**src/rtl/write_select_decoder.sv**
```systemverilog
// -----------------------------------------------------------------------------
// write_select_decoder
//
// Turns two register-file write ports (address + enable) into registered
// one-hot write-select vectors. When both ports hit the same live address in
// the same cycle, port 1 wins and the collision is flagged and counted.
//
// Parameters
//   ADDR_W        address width; select vectors are 2**ADDR_W bits wide
//   ZERO_PROTECT  when non-zero, address 0 is never selected (hard-wired zero)
//   CNT_W         width of the saturating conflict counter
//
// Ports
//   CLK           clock, all state updates on the rising edge
//   RESET         asynchronous active-high reset
//   ADDR0/EN0     write port 0 address / enable
//   ADDR1/EN1     write port 1 address / enable
//   CLR_CNT       synchronous clear of CONFLICT_CNT (wins over increment)
//   OUT0/OUT1     registered one-hot (or all-zero) selects
//   VALID         registered: OUT0 or OUT1 has any bit set
//   CONFLICT      registered one-cycle collision flag
//   CONFLICT_CNT  saturating count of collision cycles
// -----------------------------------------------------------------------------
module write_select_decoder #(
    parameter int ADDR_W       = 5,
    parameter int ZERO_PROTECT = 1,
    parameter int CNT_W        = 8
) (
    input  logic                   CLK,
    input  logic                   RESET,
    input  logic [ADDR_W-1:0]      ADDR0,
    input  logic                   EN0,
    input  logic [ADDR_W-1:0]      ADDR1,
    input  logic                   EN1,
    input  logic                   CLR_CNT,
    output logic [2**ADDR_W-1:0]   OUT0,
    output logic [2**ADDR_W-1:0]   OUT1,
    output logic                   VALID,
    output logic                   CONFLICT,
    output logic [CNT_W-1:0]       CONFLICT_CNT
);

    localparam int              N       = 2**ADDR_W;
    localparam bit              ZP      = (ZERO_PROTECT != 0);
    localparam logic [CNT_W-1:0] CNT_MAX = '1;

    logic             live0;
    logic             live1;
    logic             conflict_next;
    logic             valid_next;
    logic [N-1:0]     out0_next;
    logic [N-1:0]     out1_next;

    logic [N-1:0]     out0_reg;
    logic [N-1:0]     out1_reg;
    logic             valid_reg;
    logic             conflict_reg;
    logic [CNT_W-1:0] cnt_reg;

    // A port is live when enabled and not aimed at the protected zero register.
    assign live0 = EN0 && !(ZP && (ADDR0 == '0));
    assign live1 = EN1 && !(ZP && (ADDR1 == '0));

    // Only live ports can collide, so a write to the zero register never
    // counts as a conflict while it is protected.
    assign conflict_next = live0 && live1 && (ADDR0 == ADDR1);

    // Per-bit decode. Port 0 is suppressed on a collision so port 1 wins.
    genvar gi;
    generate
        for (gi = 0; gi < N; gi++) begin : g_dec
            assign out0_next[gi] = live0 && !conflict_next && (ADDR0 == ADDR_W'(gi));
            assign out1_next[gi] = live1 && (ADDR1 == ADDR_W'(gi));
        end
    endgenerate

    assign valid_next = (|out0_next) || (|out1_next);

    always_ff @(posedge CLK or posedge RESET) begin
        if (RESET) begin
            out0_reg     <= '0;
            out1_reg     <= '0;
            valid_reg    <= 1'b0;
            conflict_reg <= 1'b0;
            cnt_reg      <= '0;
        end else begin
            out0_reg     <= out0_next;
            out1_reg     <= out1_next;
            valid_reg    <= valid_next;
            conflict_reg <= conflict_next;
            // Clear has priority; the CONFLICT flag still pulses regardless.
            if (CLR_CNT) begin
                cnt_reg <= '0;
            end else if (conflict_next && (cnt_reg != CNT_MAX)) begin
                cnt_reg <= cnt_reg + CNT_W'(1);
            end
        end
    end

    assign OUT0         = out0_reg;
    assign OUT1         = out1_reg;
    assign VALID        = valid_reg;
    assign CONFLICT     = conflict_reg;
    assign CONFLICT_CNT = cnt_reg;

endmodule
```
**config.mk**
```make
export PLATFORM = sky130hd
export DESIGN_NAME = write_select_decoder
export DESIGN_NICKNAME = d
export VERILOG_FILES = /design/src/rtl/write_select_decoder.sv
export SDC_FILE = /design/constraint.sdc
export NUM_CORES = 1
export LEC_CHECK = 0
export BUFFER_PORTS_ARGS = -buffer_cell sky130_fd_sc_hd__buf_2
export CORE_ASPECT_RATIO = 0.7
export CORE_UTILIZATION = 45
export CTS_CLUSTER_SIZE = 16
export DETAILED_ROUTE_END_ITERATION = 6
export HOLD_SLACK_MARGIN = 0.1
export PLACE_DENSITY = 0.83
export SYNTH_ARGS = -nofsm -noshare
export SYNTH_HDL_FRONTEND = slang
export SYNTH_SLANG_ARGS = --single-unit
export TNS_END_PERCENT = 30
```
**constraint.sdc**
```tcl
create_clock -name CLK -period 2.4 [get_ports CLK]
set_clock_uncertainty 0.1 [all_clocks]
set_input_delay 0.36 -clock CLK [delete_from_list [all_inputs] [get_ports CLK]]
set_output_delay 0.36 -clock CLK [all_outputs]
set_load 0.03 [all_outputs]
```
### Word-level counts from Yosys, hierarchy flattened

Index checks and enable logic that the tools add are counted.
Widths: inputs -> output; s select.

* output and inout port bits: 74
* flip-flop bits (word level): 74
* input port bits: 15

* reduce and logical (&&, ||, !) cells: 79
* muxes and demuxes: 2
* add/subtract/negate cells: 1
* eq/ne operators: 64

Operators with widths (number)
* $eq 5x5->1 const B: 32
* $eq 5x4->1 const B: 16
* $logic_and 1x1->1: 70
* $reduce_or 32->1: 2
* $eq 5x3->1 const B: 8
* $eq 5x2->1 const B: 4
* $mux 8: 2
* $eq 5x1->1 const B: 2
* $logic_not 5->1: 2
* $add 8x1->8 const B: 1
* $ne 8x8->1 const B: 1
* $eq 5x5->1: 1
* $logic_not 1->1: 3
* $reduce_bool 2->1: 1
* $logic_or 1x1->1: 1

### Logic depth before layout (Yosys ltp)

* depth after elaboration: 10
* gate-level depth with buffers: 7
* mapped depth without buffers: 6

### Worst setup path after synthesis

Ideal clock, no wire load.

* kind: register -> register
* from: register cnt_reg[0], in the netlist CONFLICT_CNT[0]
* to: register cnt_reg[5], in the netlist CONFLICT_CNT[5]
* path buffers: 0
* slack: 617 ps
* clock period less this slack: 1783 ps
* cell stages (with the launch flop): 6
* data arrival time: 1606 ps
* cell sequence: dfrtp_1 -> ha_1 -> inv_1 -> o2111ai_1 -> or4_1 -> a21oi_1

* cells in the longest elaborated chain, start to end: 3

Ends and longest elaborated chain
* from (decl): line 58 `logic [CNT_W-1:0] cnt_reg;`
* from (signal assigned): line 95 `cnt_reg <= cnt_reg + CNT_W'(1);`
* $add 8x1->8 / $ne 8x8->1 (equally long branches): line 95, 94
* $mux 8 / $logic_and 1x1->1 (equally long branches): line 94 `end else if (conflict_next && (cnt_reg != CNT_MAX)) begin`
* $mux 8 / $reduce_bool 2->1 (equally long branches)

Several ways; a longest one is shown, not always the timed one. The select of a mux whose other input is x is not followed.
A chain may end at the register's enable or synchronous reset.

### Worst setup path after layout

* from: register cnt_reg[3], in the netlist CONFLICT_CNT[3]
* to: register cnt_reg[5], in the netlist CONFLICT_CNT[5]

The elaborated chain is that of the path after synthesis.

==> flow_metrics.tcl <==
set metrics [dict create \
    timing.rr.start "CONFLICT_CNT[3]" \
    fmax_mhz 555.2 \
    core_region_area_sq_um 5813 \
    via_count 1976 \
    hold_depth 2 \
    grtUsageTotal 0.2019 \
    place.detailed.hpwl_microns 4075 \
    viasPerCell 4.915 \
    p_int_mw 1.808 \
    grt_most_used_layer "met1" \
    grt_setup_unrepaired "false" \
    grt_util_met2 0.2857 \
    critPathCaptureType "flop" \
    area_growth_from_synthesis_to_final_layout_pct 25.89 \
    syn_area_per_cell_sq_um 11.93 \
    critical_path.cell_chain "and3_1, nand3_1, o2111ai_1, or4_1, a21oi_1" \
    synth_top_area_share 0.6721 \
    synth_commonest_cells "sky130_fd_sc_hd__dfrtp_1, sky130_fd_sc_hd__nor2_1, sky130_fd_sc_hd__nor4_1" \
    timing.final.crit_share 0.7505 \
    power_frac_comb 0.073 \
    layout_min_cycle_time_ps 1801 \
    powerDensity_nw_per_um2 701.3 \
    ff2ff_path_depth 5 \
    timing.reg2reg.setup_slack_ps 600 \
    insertion_delay_ps 340 \
    netlist_top_cells_area "sky130_fd_sc_hd__dfrtp_1, sky130_fd_sc_hd__nor2_1, sky130_fd_sc_hd__nor4_1" \
    crit_path_max_fanout 6 \
    port-buffer-count 88 \
    holdCritPathClass "primary input to flop" \
    wl_cell_microns 14.63 \
    post_synth_inst_count 231 \
    fin_area_sq_um 3468 \
    synth_cell_type_count 47 \
    critPathRequiredTime_ps 2570 \
    global_route.overflow_total 0 \
    critPathBufInv 0 \
    crit_type "flop to flop" \
    setup_ws_ps 598.8 \
    result_of_the_run "complete, no violations" \
    die-area_sq_um 6444 \
    finalMaxSlewViolations 0 \
    antenna_violations_before_repair 0 \
    gp_congestion 0.8000 \
    critical-path-top-delay-family "simple AND/OR/NAND/NOR gates" \
    ctsLongestPathBuffers 2 \
    clock_tree_from_tritoncts "yes" \
    post_dp_cell_area_sq_um 3251 \
    cpMaxStageDelayCell "sky130_fd_sc_hd__or4_1" \
    layout.core_utilization 0.5966 \
    ir_drop_mv 0.4708 \
    grtUsageMet3 0.06982 \
    fin_worst_hold_slack_ps 201.4 \
    rows 23 \
    ys_seq_elements 74 \
    fp.dieW_microns 95.52 \
    share_seq_of_total_power 0.519 \
    top_level_ports 89 \
    routed_wl_microns 5881 \
    post_synthesis_instance_area_sq_um 2755 \
    final_net_count 338 \
    synth_enable_flop_cells 0 \
    cts.sinks 74 \
    tightest_slew_ps 509.0 \
    synth_flop_cell "sky130_fd_sc_hd__dfrtp_1" \
    clk_transition_reported_paths_ps 80 \
    timing.critical_path.from_type "flop" \
    cp_data_arrival_time_ps 1970 \
    hold_path.startpoint "CLR_CNT" \
    maxCapViolCount 0 \
    wire_length_of_the_first_global_routing_pass_microns 9328 \
    power.switching_mw 0.6244 \
    largest_incremental_delay_on_the_critical_path_ps 460 \
    worst_slew_margin_rel 0.6599 \
    worst_case_hold_path_end_point "CONFLICT_CNT[7]" \
    setup-tns-final_ps 0 \
    yosysSeqAreaShare 0.6721 \
    diode_insertion_count_for_antenna_repair 0 \
    first_global_vias 1812 \
    critical_path.reg2reg.endpoint "CONFLICT_CNT[5]" \
    firstDrtPassIters 4 \
    drive_above_1_share 0.3639 \
    finalSetupViolCount 0 \
    power_leakage_nw 1.848 \
    drtIter0Drc 121 \
    synth_top_cell_by_area "sky130_fd_sc_hd__dfrtp_1" \
    ffs_w_async_s_r_synth 1.000 \
    drcViolationCount 0 \
    drtAntennaViolNets 0 \
    placement.setup.worst_slack_ps 414.1 \
    maximum_level_of_the_cts_h_tree 3 \
    grt_max_degree 75 \
    initial_utilization 0.4740 \
    grtUsageMet1 0.2876 \
    yosys.cell_count.top_type "sky130_fd_sc_hd__dfrtp_1" \
    clockRootBuffer "sky130_fd_sc_hd__clkbuf_8" \
    finalHoldViolations 0 \
    dieHeight_microns 67.47 \
    cp_num_cells 5 \
    switching_share 0.2567 \
    tritoncts.num_buffers 9 \
    power_frac_clock 0.409 \
    synthesis.yosys.warnings 0 \
]
## worst max path at each step
| stage | start | endpoint | slack (ps) |
|---|---|---|---|
| final | CONFLICT_CNT[3] | CONFLICT_CNT[5] | 600 |
| after CTS | CONFLICT_CNT[3] | CONFLICT_CNT[5] | 590 |
| after floorplan | RESET | CONFLICT | 60 |
| after global routing | CONFLICT_CNT[3] | CONFLICT_CNT[7] | 430 |
| after global placement | ADDR1[1] | CONFLICT_CNT[4] | 440 |
| after detailed placement | ADDR1[1] | CONFLICT_CNT[7] | 410 |
## per-stage QoR
step	instances	total power [mW]
2_1_floorplan	232	1.407
3_3_place_gp	385	1.460
3_5_place_dp	385	1.465
4_1_cts	402	2.460
5_1_grt	402	2.543
6_report	402	2.432
## layout make-up
class	instances	area [sq um]
Timing Repair Buffer	91	478.0
Clock buffer	9	123.9
Inverter	3	11.26
Tap cell	75	93.84
Fill cell	498	2345
Sequential cell	74	1852
Multi-Input combinational cell	143	825.8
Clock inverter	7	83.83
## cells by family after synthesis
| kind of cell | after synthesis | share of synthesized area |
|---|---|---|
| muxes | 2 | 0.007720 |
| adders and majority gates | 1 | 0.004541 |
| other | 1 | 0.001361 |
| AOI/OAI and AO/OA | 16 | 0.04451 |
| buffers and inverters | 15 | 0.02951 |
| and+or+nand+nor | 117 | 0.2244 |
| xor gates and xnor gates | 5 | 0.01590 |
| DFF | 74 | 0.6721 |
## state kept, by name (all words and copies together) (netlist names)
name,cells
OUT0,32
OUT1,32
CONFLICT_CNT,8
CONFLICT,1
VALID,1
## repair_timing
item / CTS / global route
setup buffers: 0 / 0
hold endpoints to repair: 74 / 0
resized for setup: 0 / 0
endpoints found under the setup margin: 0 / 0
hold buffers: 1 / 0
## power groups by stage
| stage | clock (mW) | sequential [mW] | combinational (mW) |
|---|---|---|---|
| 2_1_floorplan | 0 | 1.31 | 0.0923 |
| 3_3_place_gp | 0 | 1.29 | 0.173 |
| 3_5_place_dp | 0 | 1.29 | 0.178 |
| 4_1_cts | 1.02 | 1.26 | 0.180 |
| 5_1_grt | 1.08 | 1.26 | 0.197 |
| 6_report | 0.994 | 1.26 | 0.177 |
## placed cells by master (no fill, tap or decap), types with 6 or more instances in the layout
master and instances:
sky130_fd_sc_hd__clkbuf_8 9, sky130_fd_sc_hd__nand2_1 10, sky130_fd_sc_hd__buf_2 88, sky130_fd_sc_hd__nand3_1 6, sky130_fd_sc_hd__nor4_1 16, sky130_fd_sc_hd__nand2b_1 7, sky130_fd_sc_hd__nor2_1 51, sky130_fd_sc_hd__dfrtp_1 74
sky130_fd_sc_hd__a21oi_1 6
## per-layer routing
layer	routed length [microns]	up-vias	part of all wire
met4	72	0	0.012
met2	2649	70	0.45
met5	0	-	0
met1	2751	936	0.47
met3	407	8	0.069
li1	-	962	-
(Power assumes the default switching activity.)
